File: src/rtl/event_time_capture.sv
// Timestamps filtered edges of an asynchronous event input against the local time base
// and queues {seconds, sub-second, fine count, polarity} records in a show-ahead FIFO.
module event_time_capture #(
  parameter int FILT_LEN = 4,
  parameter int DEPTH    = 16,
  parameter int CNT_W    = 9
) (
  input  logic             clk,
  input  logic             rst,
  input  logic             evt_in,
  input  logic [1:0]       edge_sel,
  input  logic             cap_en,
  input  logic [31:0]      tim_s,
  input  logic [31:0]      tim_sub,
  input  logic             rd_en,
  input  logic             clr_stat,
  output logic             rd_valid,
  output logic [31:0]      rd_s,
  output logic [23:0]      rd_sub,
  output logic [3:0]       rd_fine,
  output logic             rd_pol,
  output logic [CNT_W-1:0] fifo_count,
  output logic             overflow,
  output logic [7:0]       drop_cnt
);

  localparam int AW    = $clog2(DEPTH);
  localparam int REC_W = 32 + 24 + 4 + 1;

  logic             evt_meta, evt_sync, evt_filt, evt_filt_d;
  logic [3:0]       filt_cnt;
  logic             rise, fall, cap;
  logic [31:0]      tim_sub_d;
  logic [3:0]       fine_q, fine_now;
  logic [REC_W-1:0] rec, head_q, head_next;
  logic [REC_W-1:0] mem [DEPTH];
  logic [AW-1:0]    wr_ptr, rd_ptr, next_rd_ptr;
  logic [CNT_W-1:0] next_count;
  logic             full, pop, wr, drop;

  always_ff @(posedge clk or posedge rst) begin
    if (rst) begin
      evt_meta   <= 1'b0;
      evt_sync   <= 1'b0;
      evt_filt   <= 1'b0;
      evt_filt_d <= 1'b0;
      filt_cnt   <= '0;
    end else begin
      evt_meta   <= evt_in;
      evt_sync   <= evt_meta;
      evt_filt_d <= evt_filt;
      if (evt_sync == evt_filt) begin
        filt_cnt <= '0;
      end else if (filt_cnt == 4'(FILT_LEN - 1)) begin
        evt_filt <= ~evt_filt;
        filt_cnt <= '0;
      end else begin
        filt_cnt <= filt_cnt + 4'd1;
      end
    end
  end

  assign rise = evt_filt & ~evt_filt_d;
  assign fall = ~evt_filt & evt_filt_d;
  assign cap  = cap_en & ((rise & edge_sel[0]) | (fall & edge_sel[1]));

  // fine_now is the count for the current cycle: 0 in the cycle tim_sub changes, so a
  // capture on a 100 ns boundary never pairs the new tim_sub with a stale fine count.
  always_comb begin
    if (tim_sub != tim_sub_d)  fine_now = 4'd0;
    else if (fine_q == 4'd15)  fine_now = 4'd15;
    else                       fine_now = fine_q + 4'd1;
  end

  always_ff @(posedge clk or posedge rst) begin
    if (rst) begin
      tim_sub_d <= '0;
      fine_q    <= '0;
    end else begin
      tim_sub_d <= tim_sub;
      fine_q    <= fine_now;
    end
  end

  assign rec         = {tim_s, tim_sub[23:0], fine_now, rise};
  assign rd_valid    = (fifo_count != '0);
  assign full        = (fifo_count == CNT_W'(DEPTH));
  assign pop         = rd_en & rd_valid;
  assign wr          = cap & (~full | pop);
  assign drop        = cap & ~wr;
  assign next_rd_ptr = rd_ptr + AW'(pop);
  assign next_count  = fifo_count + CNT_W'(wr) - CNT_W'(pop);

  always_ff @(posedge clk) begin
    if (wr) mem[wr_ptr] <= rec;
  end

  // The head register is loaded with whatever will sit at the read pointer next cycle;
  // a record being written into an otherwise empty FIFO bypasses the memory.
  always_comb begin
    head_next = head_q;
    if (next_count != '0) begin
      if (wr && (next_rd_ptr == wr_ptr)) head_next = rec;
      else                               head_next = mem[next_rd_ptr];
    end
  end

  always_ff @(posedge clk or posedge rst) begin
    if (rst) begin
      wr_ptr     <= '0;
      rd_ptr     <= '0;
      fifo_count <= '0;
      head_q     <= '0;
    end else begin
      if (wr) wr_ptr <= wr_ptr + AW'(1);
      rd_ptr     <= next_rd_ptr;
      fifo_count <= next_count;
      head_q     <= head_next;
    end
  end

  assign {rd_s, rd_sub, rd_fine, rd_pol} = head_q;

  always_ff @(posedge clk or posedge rst) begin
    if (rst) begin
      overflow <= 1'b0;
      drop_cnt <= '0;
    end else if (clr_stat) begin
      overflow <= 1'b0;
      drop_cnt <= '0;
    end else if (drop) begin
      overflow <= 1'b1;
      if (drop_cnt != 8'hFF) drop_cnt <= drop_cnt + 8'd1;
    end
  end

endmodule

File: config.mk
export PLATFORM = sky130hd
export DESIGN_NAME = event_time_capture
export DESIGN_NICKNAME = d
export VERILOG_FILES = /design/src/rtl/event_time_capture.sv
export SDC_FILE = /design/constraint.sdc
export NUM_CORES = 1
export LEC_CHECK = 0
export ABC_AREA = 1
export CORE_AREA = 5 5 396 398
export CTS_CLUSTER_SIZE = 24
export DETAILED_ROUTE_END_ITERATION = 10
export DIE_AREA = 0 0 401 403
export PLACE_DENSITY = 0.52
export SYNTH_ARGS = -nofsm -noshare
export SYNTH_HDL_FRONTEND = slang
export SYNTH_SLANG_ARGS = --single-unit
File: constraint.sdc
create_clock -name clk -period 9.9 [get_ports clk]
set_clock_uncertainty 0.1 [all_clocks]
set_input_delay 1.485 -clock clk [delete_from_list [all_inputs] [get_ports clk]]
set_output_delay 1.485 -clock clk [all_outputs]
set_load 0.05 [all_outputs]
==> flow_metrics.tcl, run 1 <==
set metrics [dict create \
    crit-reg2reg-launch "fifo_count[7]" \
    layout-drive-gt1-share_pct 6.07 \
    yosysUniqueCellTypes 33 \
    yosysTopAreaCell "edfxtp_1" \
    ys_async_sr_fraction_pct 11.8 \
    path_max_fanout 55 \
    vias 30100 \
    syn_nets 4209 \
    synthTopCellsByArea "edfxtp_1 (64%), nor2_1 (8.1%), dfrtp_1 (7.2%)" \
    route.detailed.drc 0 \
    post-synth-top-count-cell "nor2_1" \
    viasPerCell 4.74 \
    ant_nets 0 \
    ys_ff_latch 1107 \
    synth_edf_count 976 \
    grt_usage_pct 15.8 \
    io_buffers 151 \
    leakagePower_uw 0.0189 \
    drtIter0Drc 2493 \
    wl_mm 132 \
    worst_pin_slew_ns 1.29 \
    grt_pass1_wl_mm 194 \
    synth-seq-area-share_pct 71.5 \
    antenna_found_initial 9 \
    die_h_um 403 \
    netlist.area_leader.share_pct 64.3 \
    tns_ns 0 \
    yosys-top-cells-count "nor2_1 (978), edfxtp_1 (976), nand2_1 (779), o21ai_0 (439), o21ai_1 (172)" \
    cp-end-kind "register" \
    worst_setup_path_start_kind "input port" \
    outcome "finished clean" \
    grt_max_degree 154 \
    cts_buffer_depth 3 \
    die_area_um2 162000 \
    min_period_ns 5.20 \
    ir_worst_vdd_mv 0.391 \
    die_w_um 401 \
    cts_tree "built" \
    critPathKind "in2reg" \
    critPathArrivalTime_ns 5.75 \
    clkTransAtPathRegs_ns 0.06 \
    drv_slew 0 \
    syn_area_per_cell_um2 11.1 \
    cts_root_buffer "clkbuf_16" \
    ys_warn_count 0 \
    dr.pass1.iters 5 \
    max_slew_margin_pct 13.8 \
    ios 152 \
    wl_per_cell_um 20.8 \
    hold_viol 0 \
    setup_viol 0 \
    powerDensity_nw_per_um2 329 \
    place.gp.congestion 0.744 \
    dr_wl_met3_mm 6.30 \
    area_growth_pct 16.3 \
    cts_max_level 3 \
    fmax_mhz 192 \
    dpl_cell_area_um2 49300 \
    worstPathRequired_ns 10.45 \
    hpwl_mm 63.6 \
    grt_pass1_vias 29100 \
    ctsResizeCount 0 \
    worstHoldStart "evt_meta" \
    initial_utilization_pct 29.8 \
    ctsHoldBuffers 0 \
    ys.flop_type "edfxtp_1" \
    synthCells 4116 \
    hold_class "reg2reg" \
    highest_layer "met5" \
    insertion_delay_ns 0.74 \
    synth_area_um2 45600 \
    grt-ovfl-total 0 \
    core-area_um2 153000 \
    cts_sinks 1107 \
    cts-buffers-inserted 115 \
    post-cts-setup-buffers 0 \
    max-cap-violations 0 \
    nNetsFinal 4294 \
    startpoint "edge_sel[1]" \
    wl_met2_mm 65.1 \
    rsz0062_at_grt "no" \
    fillers 15100 \
    rows 144 \
    fin_area_um2 53000 \
    drt-met1-wl_mm 57.3 \
    min_period_over_period_pct 52.5 \
]
per-stage QoR:
stage / worst slack [ns] / hold slack [ns] / util (%) / cells / power [uW]
3_3_place_gp: 3.94 / 0.239 / 32.2 / 6128 / 13300
6_report: 4.70 / 0.250 / 34.7 / 6352 / 17400
5_1_grt: 4.41 / 0.265 / 34.7 / 6348 / 18600
3_5_place_dp: 3.92 / 0.240 / 32.2 / 6128 / 13300
2_1_floorplan: 4.67 / 0.231 / - / 4116 / 10800
4_1_cts: 4.69 / 0.254 / 34.7 / 6347 / 17600
power breakdown:
part	total [uW]	switching (uW)	internal, uW
combinational	7520	5430	2090
sequential	5620	188	5430
clock	4290	1860	2440
total	17400	7470	9950
logic make-up after synthesis:
kind of cell | Yosys count | synth area share [%]
AND/OR/NAND/NOR | 1993 | 17.3
flip-flops | 1107 | 71.5
AO/OA/AOI/OAI | 640 | 7.14
buffers and inverters | 339 | 3.19
adder cells (fa/ha/maj) | 21 | 0.593
XOR/XNOR | 15 | 0.305
multiplexers | 1 | 0.0247
cell type report:
type                       instances  area, um2  share of cell area, %
antenna                            5       12.5                 0.0236
multi-input combinational       2670      11700                   22.2
sequential                      1107      32600                   61.5
clock inverter                    67        601                   1.13
timing repair buffer             206       1970                   3.72
inverter                         101        409                  0.772
clock buffer                     152       3130                   5.90
tap                             2044       2560                   4.82
worst paths after layout:
| check | end | slack, ns | cells past startpoint |
|---|---|---|---|
| hold reg to reg | evt_sync | 0.25 | 0 |
| setup reg to reg | head_q[11] | 5.02 | 22 |
| hold / removal | evt_sync | 0.25 | 0 |
| setup / recovery | head_q[11] | 4.70 | 22 |
| min in group asynchronous | head_q[5] | 1.14 | 2 |
| max in group asynchronous | head_q[22] | 7.21 | 3 |
flip-flops by register name, indices dropped and copies added (netlist names):
signal	cells
drop_cnt	8
evt_filt	1
evt_filt_d	1
evt_meta	1
evt_sync	1
fifo_count	9
filt_cnt	4
fine_q	4
head_q	61
mem	976
overflow	1
rd_ptr	4
tim_sub_d	32
wr_ptr	4
critical path, cell delays in order:
cell and delay [ns]:
clkdlybuf4s50_1 0.40, nand2_1 0.06, nand2_1 0.08, nand2_1 0.11, inv_1 0.05, nand2_1 0.21, inv_1 0.19, nand2_1 0.09
nand2_1 0.05, ha_1 0.21, fa_1 0.43, nand2_1 0.08, nand3_1 0.14, nand4_1 0.14, nand3_1 0.08, nand2_1 0.14
nor2_4 0.05, buf_4 0.26, nand3_4 0.22, buf_4 0.81, nand2_1 0.22, nand2_1 0.11
layout by cell type (no fill, tap or decap), types with 3 or more instances in the layout:
| master | n |
|---|---|
| diode_2 | 5 |
| clkbuf_16 | 117 |
| nor3_1 | 6 |
| o21ai_1 | 172 |
| a21oi_1 | 8 |
| clkbuf_8 | 7 |
| buf_4 | 51 |
| clkinv_1 | 25 |
| clkdlybuf4s50_1 | 151 |
| nand3_1 | 156 |
| inv_2 | 5 |
| buf_12 | 4 |
| clkbuf_1 | 28 |
| edfxtp_1 | 976 |
| ha_1 | 18 |
| nor2_1 | 962 |
| bufinv_16 | 8 |
| nand4_1 | 64 |
| o21ai_0 | 439 |
| nor3b_1 | 3 |
| inv_8 | 3 |
| nor2_4 | 19 |
| clkinv_2 | 22 |
| clkinvlp_4 | 6 |
| inv_1 | 91 |
| xor2_1 | 12 |
| nand2_1 | 777 |
| or2_2 | 3 |
| o211ai_1 | 16 |
| dfrtp_1 | 131 |
layer usage:
metal / vias up / global-route usage, %
met5: - / 0
met4: 4 / 4.01
met3: 184 / 2.49
met2: 734 / 27.7
met1: 14900 / 20.7
li1: 14300 / -
(Power assumes the default switching activity.)
==> run 2: changes to the inputs <==
- clock period: 9.9 -> 5.2 ns (I/O delays scaled with it)
==> run 2 against run 1 <==
Effect of this change:
- first-iteration DRC count is 7.1% lower
- combinational power is 91% higher
- sequential power is 94% higher
- via count is 1.0% higher
- global-route usage is 0.39 points higher
- final cell count is 0.41% higher
- critical path type is now reg2reg
- worst setup slack worse by 3.7 ns
- sequential share of layout area is 0.63 points lower
- clock power is 97% higher
- power is 93% higher
- routed wire length is 2.8% higher
==> flow_metrics.tcl, run 2 (synthesized netlist as in run 1, its figures left out) <==
set metrics [dict create \
    critPathArrivalTime_ns 4.74 \
    largest_register_ffs 976 \
    viasPerCell 4.77 \
    wl_mm 136 \
    cts-buffers-inserted 115 \
    drtIter0Drc 2316 \
    post-cts-setup-buffers 0 \
    setup_viol 0 \
    io_buffers 151 \
    cpMostUsedCell "nand2_1" \
    cts_buffer_depth 3 \
    die_h_um 403 \
    crit_family "simple AND/OR/NAND/NOR gates" \
    cts_root_buffer "clkbuf_16" \
    clkTransAtPathRegs_ns 0.06 \
    cp_num_cells 20 \
    multi_input_area_um2 11700 \
    whs_ns 0.248 \
    crit_slowest_cell "buf_4" \
    regMostFlops "mem" \
    initial_utilization_pct 29.8 \
    die_w_um 401 \
    max_stage_delay_ns 0.65 \
    leakagePower_uw 0.0192 \
    ctsResizeCount 0 \
    vias 30400 \
    path_max_fanout 61 \
    layout-drive-gt1-share_pct 6.72 \
    cp_cell_sequence "inv_1 -> ha_1 -> nand3_1 -> o21ai_1 -> nand2_1 -> nand2_1 -> inv_1 -> nand2_1 -> nand2_1 -> ha_1 -> fa_1 -> nand2_1 -> nand3_1 -> nand3_1 -> nand2_1 -> xor2_4 -> nand3_4 -> buf_4 -> nand2_1 -> nand2_1" \
    grt_pass1_vias 29000 \
    critPathKind "reg2reg" \
    dp_slack_ns 0.647 \
    min_period_over_period_pct 80.7 \
    cts_max_level 3 \
    max_slew_margin_pct 31.0 \
    reg2reg_depth 20 \
    hpwl_mm 70.2 \
    hold_class "reg2reg" \
    dr.pass1.iters 5 \
    rsz0062_at_grt "no" \
    ir_worst_vdd_mv 0.688 \
    place.gp.congestion 0.771 \
    grt_pass1_wl_mm 198 \
    grt_usage_pct 16.2 \
    nNetsFinal 4321 \
    cts_sinks 1107 \
    layout_commonest_cell "edfxtp_1" \
    outcome "finished clean" \
    max-cap-violations 0 \
    worst_setup_path_start_kind "register" \
    worst_hold_path.num_cells 0 \
    reg.largest.list "mem: 976 flops, head_q: 61 flops, tim_sub_d: 32 flops" \
    layout_setup_ws_ns 1.00 \
    worstPathRequired_ns 5.74 \
    grt_max_degree 107 \
    worst_pin_slew_ns 1.04 \
    core-area_um2 153000 \
    antenna_found_initial 13 \
    fmax_mhz 238 \
    rows 144 \
    drv_slew 0 \
    ant_nets 0 \
    final_cell_mix "edfxtp_1 (976), nor2_1 (962), nand2_1 (777), o21ai_0 (439), o21ai_1 (172)" \
    ctsHoldBuffers 0 \
    utilization_pct 35.0 \
    die_area_um2 162000 \
    min_period_ns 4.20 \
    area_growth_pct 17.5 \
    grt-ovfl-total 0 \
    route.detailed.drc 0 \
    ios 152 \
    tns_ns 0 \
    fillers 15200 \
    wl_per_cell_um 21.3 \
    cp-end-kind "register" \
    cts_tree "built" \
    insertion_delay_ns 0.75 \
    hold_viol 0 \
    powerDensity_nw_per_um2 629 \
    path_buf_inv 3 \
    seq_area_um2 32600 \
]
[run 2: where the power goes]
group | internal, uW | switching [uW]
clock | 4870 | 3560
combinational | 4190 | 10200
sequential | 10300 | 547
[run 2: layout make-up]
class | count | share of cell area (%)
tap | 2044 | 4.77
antenna | 4 | 0.0187
sequential | 1107 | 60.8
timing repair buffer | 233 | 4.44
clock inverter | 44 | 1.04
clock buffer | 175 | 6.21
multi-input combinational | 2670 | 21.9
inverter | 101 | 0.764
[run 2: through the flow]
stage / power (uW) / instances / area (um2)
floorplan: 20500 / 4116 / 45600
global placement: 25500 / 6155 / 49700
detailed placement: 25500 / 6155 / 49700
CTS: 34000 / 6374 / 53600
global route: 35900 / 6374 / 53600
finish: 33700 / 6378 / 53600
[run 2: routing by layer]
layer	track usage [%]	wire length, um	vias to the layer above
met1	21.3	58800	15000
met5	0	22	-
met4	4.70	3930	4
li1	-	-	14400
met2	27.6	65800	791
met3	2.94	7060	201
[run 2: path summary, 6_finish.rpt]
kind	endpoint	slack [ns]	from
max	head_q[46]	1.00	fifo_count[7]
min	evt_sync	0.25	evt_meta
max reg2reg	head_q[46]	1.00	fifo_count[7]
min reg2reg	evt_sync	0.25	evt_meta
max in group asynchronous	head_q[3]	3.46	rst
min in group asynchronous	tim_sub_d[9]	0.43	rst
